[src/rtl/sum3_pkg.sv]
// Shared types and constants for the three-operand sum collector.
// Optional compare outputs are enabled by defining SUM3_CMP_EN.
package sum3_pkg;

    typedef enum logic [1:0] {
        S_A   = 2'd0,
        S_B   = 2'd1,
        S_C   = 2'd2,
        S_OUT = 2'd3
    } state_t;

    localparam int WIDTH_DEF = 4;

    // Width of a sum of three WIDTH-bit operands, with no truncation.
    function automatic int sum_w(input int width);
        return width + 2;
    endfunction

    localparam int SUM_W = sum_w(WIDTH_DEF);

endpackage

[src/rtl/add3_w.sv]
// Combinational adder for three WIDTH-bit operands with a WIDTH+2-bit result.
module add3_w #(
    parameter int WIDTH = 4
) (
    input  logic [WIDTH-1:0] a,
    input  logic [WIDTH-1:0] b,
    input  logic [WIDTH-1:0] c,
    output logic [WIDTH+1:0] sum
);

    always_comb begin
        sum = {2'b00, a} + {2'b00, b} + {2'b00, c};
    end

endmodule

[src/rtl/sum3_collector.sv]
// Collects three operands and presents their registered sum.
// Defining SUM3_CMP_EN adds the cmp_ref input and the cmp_gt/cmp_lt/cmp_eq flags.
module sum3_collector
    import sum3_pkg::*;
#(
    parameter int WIDTH = WIDTH_DEF
) (
    input  logic             clk,
    input  logic             rst_n,
    input  logic [WIDTH-1:0] in_data,
    input  logic             in_valid,
    output logic             in_ready,
    input  logic             in_clr,
    output logic [WIDTH+1:0] out_sum,
    output logic             out_valid,
    input  logic             out_ready,
`ifdef SUM3_CMP_EN
    input  logic [WIDTH+1:0] cmp_ref,
    output logic             cmp_gt,
    output logic             cmp_lt,
    output logic             cmp_eq,
`endif
    output logic [1:0]       dbg_state
);

    localparam int SW = sum_w(WIDTH);

    // Handshakes: a beat moves on a rising edge only when valid and ready are both 1;
    // in_clr wins over both sides. in_ready/out_valid decode the state register only.
    state_t          state_q;
    state_t          state_d;
    logic [WIDTH-1:0] a_q;
    logic [WIDTH-1:0] b_q;
    logic [SW-1:0]    sum_new;
    logic             xfer;
    logic             done;

    add3_w #(.WIDTH(WIDTH)) u_add (
        .a   (a_q),
        .b   (b_q),
        .c   (in_data),
        .sum (sum_new)
    );

    assign in_ready  = (state_q != S_OUT);
    assign out_valid = (state_q == S_OUT);
    assign xfer      = in_valid & in_ready & ~in_clr;
    assign done      = out_valid & out_ready;
    assign dbg_state = state_q;

    always_ff @(posedge clk or negedge rst_n) begin
        if (!rst_n) begin
            state_q <= S_A;
        end else begin
            state_q <= state_d;
        end
    end

    always_comb begin
        state_d = state_q;
        if (in_clr) begin
            state_d = S_A;
        end else begin
            case (state_q)
                S_A:     if (xfer) state_d = S_B;
                S_B:     if (xfer) state_d = S_C;
                S_C:     if (xfer) state_d = S_OUT;
                S_OUT:   if (done) state_d = S_A;
                default: state_d = S_A;
            endcase
        end
    end

    // out_sum is deliberately untouched by in_clr; only reset zeroes it.
    always_ff @(posedge clk or negedge rst_n) begin
        if (!rst_n) begin
            a_q     <= '0;
            b_q     <= '0;
            out_sum <= '0;
        end else if (in_clr) begin
            a_q <= '0;
            b_q <= '0;
        end else if (xfer) begin
            case (state_q)
                S_A:     a_q     <= in_data;
                S_B:     b_q     <= in_data;
                S_C:     out_sum <= sum_new;
                default: ;
            endcase
        end
    end

`ifdef SUM3_CMP_EN
    always_ff @(posedge clk or negedge rst_n) begin
        if (!rst_n) begin
            cmp_gt <= 1'b0;
            cmp_lt <= 1'b0;
            cmp_eq <= 1'b0;
        end else if (in_clr || done) begin
            cmp_gt <= 1'b0;
            cmp_lt <= 1'b0;
            cmp_eq <= 1'b0;
        end else if (xfer && state_q == S_C) begin
            cmp_gt <= (sum_new >  cmp_ref);
            cmp_lt <= (sum_new <  cmp_ref);
            cmp_eq <= (sum_new == cmp_ref);
        end
    end
`endif

endmodule

[config.mk]
export PLATFORM = sky130hd
export DESIGN_NAME = sum3_collector
export DESIGN_NICKNAME = d
export VERILOG_FILES = /design/src/rtl/sum3_pkg.sv /design/src/rtl/add3_w.sv /design/src/rtl/sum3_collector.sv
export SDC_FILE = /design/constraint.sdc
export NUM_CORES = 1
export LEC_CHECK = 0
export CAP_MARGIN = 0
export CORE_MARGIN = 10
export CORE_UTILIZATION = 50
export CTS_BUF_LIST = sky130_fd_sc_hd__clkbuf_8
export DETAILED_ROUTE_END_ITERATION = 8
export PLACE_DENSITY = 0.79
export REMOVE_ABC_BUFFERS = 1
export SYNTH_ARGS = -nofsm -noshare
export SYNTH_HDL_FRONTEND = slang
export SYNTH_SLANG_ARGS = --single-unit
[constraint.sdc]
create_clock -name clk -period 6.3 [get_ports clk]
set_input_delay 1.575 -clock clk [delete_from_list [all_inputs] [get_ports clk]]
set_output_delay 1.575 -clock clk [all_outputs]
set_load 0.02 [all_outputs]
==> results of run 1 <==
## through the flow
step                      worst slack [ns]  power (W)  instance area, um2  hold WS [ns]   util
after detailed placement              2.89   0.000394                1210         0.474  0.624
after global placement                2.95   0.000386                1210         0.461  0.624
after CTS                             3.08   0.000489                1270         0.489  0.653
after floorplan                       3.54   0.000308                 998         0.500      -
final                                 3.10   0.000482                1270         0.481  0.653
after global routing                  3.03   0.000520                1270         0.508  0.653
## state kept, by name, summed over array words and instances, names as in the netlist
register / flops
out_sum: 6
dbg_state: 2
a_q: 4
b_q: 4
## critical path, delay by kind of cell (launching register included)
kind	cells	cell delay, ns
adders and majority gates	1	0.26
buffers and inverters	2	0.68
DFF	1	0.43
## kinds of logic after synthesis
| group | count (synthesis) | share of synthesized area |
|---|---|---|
| adders and majority gates | 16 | 0.211 |
| muxes | 2 | 0.0209 |
| buffers and inverters | 9 | 0.0418 |
| AOI/OAI and AO/OA | 23 | 0.144 |
| xor gates and xnor gates | 5 | 0.0430 |
| DFF | 16 | 0.393 |
| and+or+nand+nor | 31 | 0.146 |
## area by class of cell
class                           count  area (um2)  area share
Timing Repair Buffer               18         180       0.142
Sequential cell                    16         400       0.316
Clock buffer                        4        55.1      0.0434
Tap cell                           27        33.8      0.0267
Multi-Input combinational cell     77         576       0.454
Inverter                            6        22.5      0.0178
## final timing paths
kind,from,to,slack [ns],depth (start not counted)
worst max-delay path,dbg_state[1]$_DFFE_PN0P_,in_ready,3.10,3
worst min-delay path,out_sum[2]$_DFFE_PN0P_,out_sum[2]$_DFFE_PN0P_,0.48,2
worst max register to register,a_q[0]$_DFFE_PN0P_,out_sum[4]$_DFFE_PN0P_,4.02,8
worst min register to register,out_sum[2]$_DFFE_PN0P_,out_sum[2]$_DFFE_PN0P_,0.48,2
max in group asynchronous,rst_n,dbg_state[0]$_DFFE_PN0P_,4.08,1
min in group asynchronous,rst_n,out_sum[1]$_DFFE_PN0P_,1.76,1
## layer usage
| layer | wire length, um | vias up | global-route usage | part of all wire |
|---|---|---|---|---|
| met3 | 141 | 4 | 0.0390 | 0.068 |
| met4 | 38 | 0 | 0.0668 | 0.018 |
| met2 | 1040 | 21 | 0.174 | 0.50 |
| li1 | - | 385 | - | - |
| met1 | 851 | 359 | 0.101 | 0.41 |
| met5 | 0 | - | 0 | 0 |
## power by group through the flow
stage                     Sequential [W]  Clock (W)  Combinational, W
after floorplan                 0.000173          0          0.000135
after global placement          0.000151          0          0.000235
after detailed placement        0.000153          0          0.000241
after CTS                       0.000151  0.0000946          0.000243
after global routing            0.000155  0.0000975          0.000268
final                           0.000151  0.0000914          0.000240
## cell usage in the layout (no fill, tap or decap), types with 3 or more instances in the layout
cell / count
xor2_1: 3
a21oi_1: 11
nand2_1: 15
inv_1: 5
ha_1: 14
dfrtp_1: 16
clkdlybuf4s50_1: 18
a21o_1: 4
o21ai_0: 3
nand3_1: 8
nor2_1: 3
clkbuf_8: 4
==> impl_metrics.ini, run 1 <==
[route]
vias = 769
viasPerCell = 5.20
drc = 0
ant_nets = 0
wl_um = 2080
wl_per_cell_um = 14.0
dr.pass1.iters = 4
first_iter_violations = 11

[global_route]
grt_max_degree = 17
grt_pass1_wl_um = 3370
grt_pass1_vias = 788
antenna_found_initial = 0
grt_use_total = 0.101
grt_overflow_total = 0

[timing]
fin_crit_sh = 0.508
fmax_mhz = 313
setup_tns_ns = 0
relSlewSlack = 0.513
worst_pin_slew_ns = 0.728
fin_worst_skew_ns = 0.00265
finalSetupViolCount = 0
final-hold-violation-count = 0
grt_setup_unrepaired = no
period_minus_slack_ns = 3.20
slew_violations = 0

[placed_design]
port_buffers = 18
routabilityCongestion = 0.823
dpl.hpwl_um = 1630
placed_cells = 144

[pwr]
p_comb_frac = 0.498
p_sw_frac = 0.391
power_density_nw_per_um2 = 380
switching_power_w = 0.000189
power_frac_seq = 0.312
clkPwrFrac = 0.190
p_int_w = 0.000294
peakVddDrop_mv = 0.246
static-leakage-power_nw = 0.612

[die]
die_y_um = 65.1
dieWidth_um = 65.1
initial_utilization = 0.524
fp-row-count = 16
dieArea_um2 = 4240
ios = 19
core-area_um2 = 1940

[critical_path]
arrival_ns = 1.62
max_stage_delay_ns = 0.60
slowest_stage = clkdlybuf4s50_1
critPathRequiredTime_ns = 4.72
startpoint_type = flop
worstSetupEndpointType = output pin
cp_max_fo = 5
critical_path_class = reg -> out
path_cells = ha_1, inv_2, clkdlybuf4s50_1

[finish]
final_cells = 148
drive_above_1_share = 0.0909
fill_cells = 165
nets = 147
syn_to_final_growth_pct = 24.4
insertedDiodeCount = 0

[flow_run]
cap_violations = 0

[logic_synthesis]
synth_flop_cell = dfrtp_1
ys_warn_count = 0
synth_common_cells = 16 x dfrtp_1, 15 x nand2_1, 14 x ha_1
yosysTopAreaCellShare = 0.393
yosysUniqueCellTypes = 27
synth_edf_count = 0
synth_cells = 102
synth_area_leaders = dfrtp_1 39%, ha_1 17%, nand2_1 5.5%, a21oi_1 5.4%, fa_1 3.9%
seq_area_frac_synth = 0.393
synthArstFlopShare = 1.00
synth_seq_cells = 16
postSynthAreaPerCell_um2 = 9.99
synth_most_common_cell = dfrtp_1
synth_area_um2 = 1020
synth_top_cell_by_area = dfrtp_1

[clock_tree]
hold_buffers = 0
numCtsBuffers = 3
root_buffer = clkbuf_8
htreeDepth = 1
ctsResizeCount = 0
post_cts_buffers = 0
cts_sinks = 16
clk_latency_ns = 0.25
cts_tree = done
cts.clk_slew.worst_paths_ns = 0.07
clock_path_buffers = 2

[outcome]
outcome = completed

[worst_hold_path]
hold_class = reg -> reg
No activity file was read; power rests on OpenSTA's default activity.
==> run 2, diff against run 1 <==
clock period = 3.25 ns   (was 6.3 ns; I/O delays follow)
==> results of run 2 <==
Same layout as run 1 (identical final DEF). Status: completed.
Among the figures that moved: setup slack after placement 2.89 ns -> 0.605 ns; setup slack after layout 3.10 ns -> 0.813 ns; register-to-register setup slack 4.02 ns -> 0.97 ns; total power 0.000482 W -> 0.000935 W; worst IR drop on VDD 0.246 mV -> 0.477 mV
==> RTL edit, RTL diff (config.mk and constraints of run 2) <==
Add a define of `SUM3_CMP_EN`.
--- a/src/rtl/sum3_collector.sv
+++ b/src/rtl/sum3_collector.sv
@@ -1,5 +1,7 @@
 // Collects three operands and presents their registered sum.
 // Defining SUM3_CMP_EN adds the cmp_ref input and the cmp_gt/cmp_lt/cmp_eq flags.
+`define SUM3_CMP_EN
+
 module sum3_collector
     import sum3_pkg::*;
 #(
Interface: changed (added cmp_eq, cmp_gt, cmp_lt and cmp_ref); port bits go from 19 to 28. The function was not compared with the original's and may differ.
==> RTL edit against run 2 <==
- routed wire length increased by 37%
- via count rose by 39%
- sequential cell count increased by 3
- synthesized area is 30% higher
- power is 17% higher
- setup slack worse by 0.60 ns
- clock skew fell by 0.0011 ns
- final area is 33% higher
- critical path type is now in2reg
- critical endpoint is now cmp_gt
==> RTL edit: results <==
group,metric,value,unit
outcome,status,"completed",
logic_synthesis,yosysSeqAreaShare,36.0,%
final_layout,bufAreaShareNonClock,17.3,%
final_layout,n_fill_cell,204,
worst_setup_path,cp-end-kind,"register",
logic_synthesis,synthTopCellsByCount,"ha_1, dfrtp_1, inv_1",
place,place.gp.congestion,0.855,
worst_setup_path,critPathMaxStageDelay,0.51,ns
hold_path,min_from,"out_sum[3]",
sta,clock_skew,0.00152,ns
logic_synthesis,synth_xor_area_share,3.31,%
final_layout,layout.comb_gates.multi_input,98,
final_layout,final_nets,207,
global_routing,grt_max_degree,20,
logic_synthesis,ys_types,31,
logic_synthesis,synth_compound_area_share,12.1,%
global_routing,grt_pass1_wl,4930,um
place,port_buffers,27,
route,vias_per_cell,5.36,
final_layout,multiInputGateArea,771,um^2
place,place_area,1640,um^2
global_routing,grt_usage,11.4,%
power,max-vdd-ir-drop,0.000402,V
final_layout,signal_buffers,30,
place,dp_worst_setup_slack,-0.0408,ns
worst_setup_path,path_delay_family,"adder cells",
worst_setup_path,startpoint,"in_data[0]",
worst_setup_path,r2r_end,"cmp_gt",
final_layout,clkCellAreaFrac,2.67,%
logic_synthesis,synthMuxAreaShare,6.81,%
sta,min_period,3.03,ns
global_routing,grt_pass1_vias,1159,
route,vias,1067,
logic_synthesis,synthCells,138,
route,routed_wl,2840,um
worst_setup_path,crit_path_start_kind,"primary input",
hold_path,min_to,"out_sum[3]",
logic_synthesis,ys_ff_latch,19,
-- RTL edit: changes by cell type in the layout (fill, tap and decap cells not counted), moves of 3 or more --
cell	change
clkdlybuf4s50_1	+9
a21o_1	-3
a21oi_1	+5
inv_1	+14
nor2_1	+4
dfrtp_1	+3
ha_1	+6
buf_4	+3
-- RTL edit: metal layers --
metal	part of all wire [%]	track usage, %	routed length, um
met5	0	0	0
met1	41	12.6	1180
met4	0.46	2.58	13
met3	5.6	3.44	159
met2	52	20.9	1490
-- RTL edit: repair_timing --
| item | in CTS | in global routing |
|---|---|---|
| setup endpoints to repair | 0 | 1 |
| hold endpoints to repair | 0 | 0 |
| hold buffers | 0 | 0 |
| resized for setup | 0 | 1 |
-- RTL edit: where the power goes --
part	total [mW]	internal, mW	leakage (nW)	switching (mW)
sequential	0.339	0.297	0.254	0.0419
clock	0.159	0.0838	0.0269	0.0747
combinational	0.598	0.279	0.554	0.319
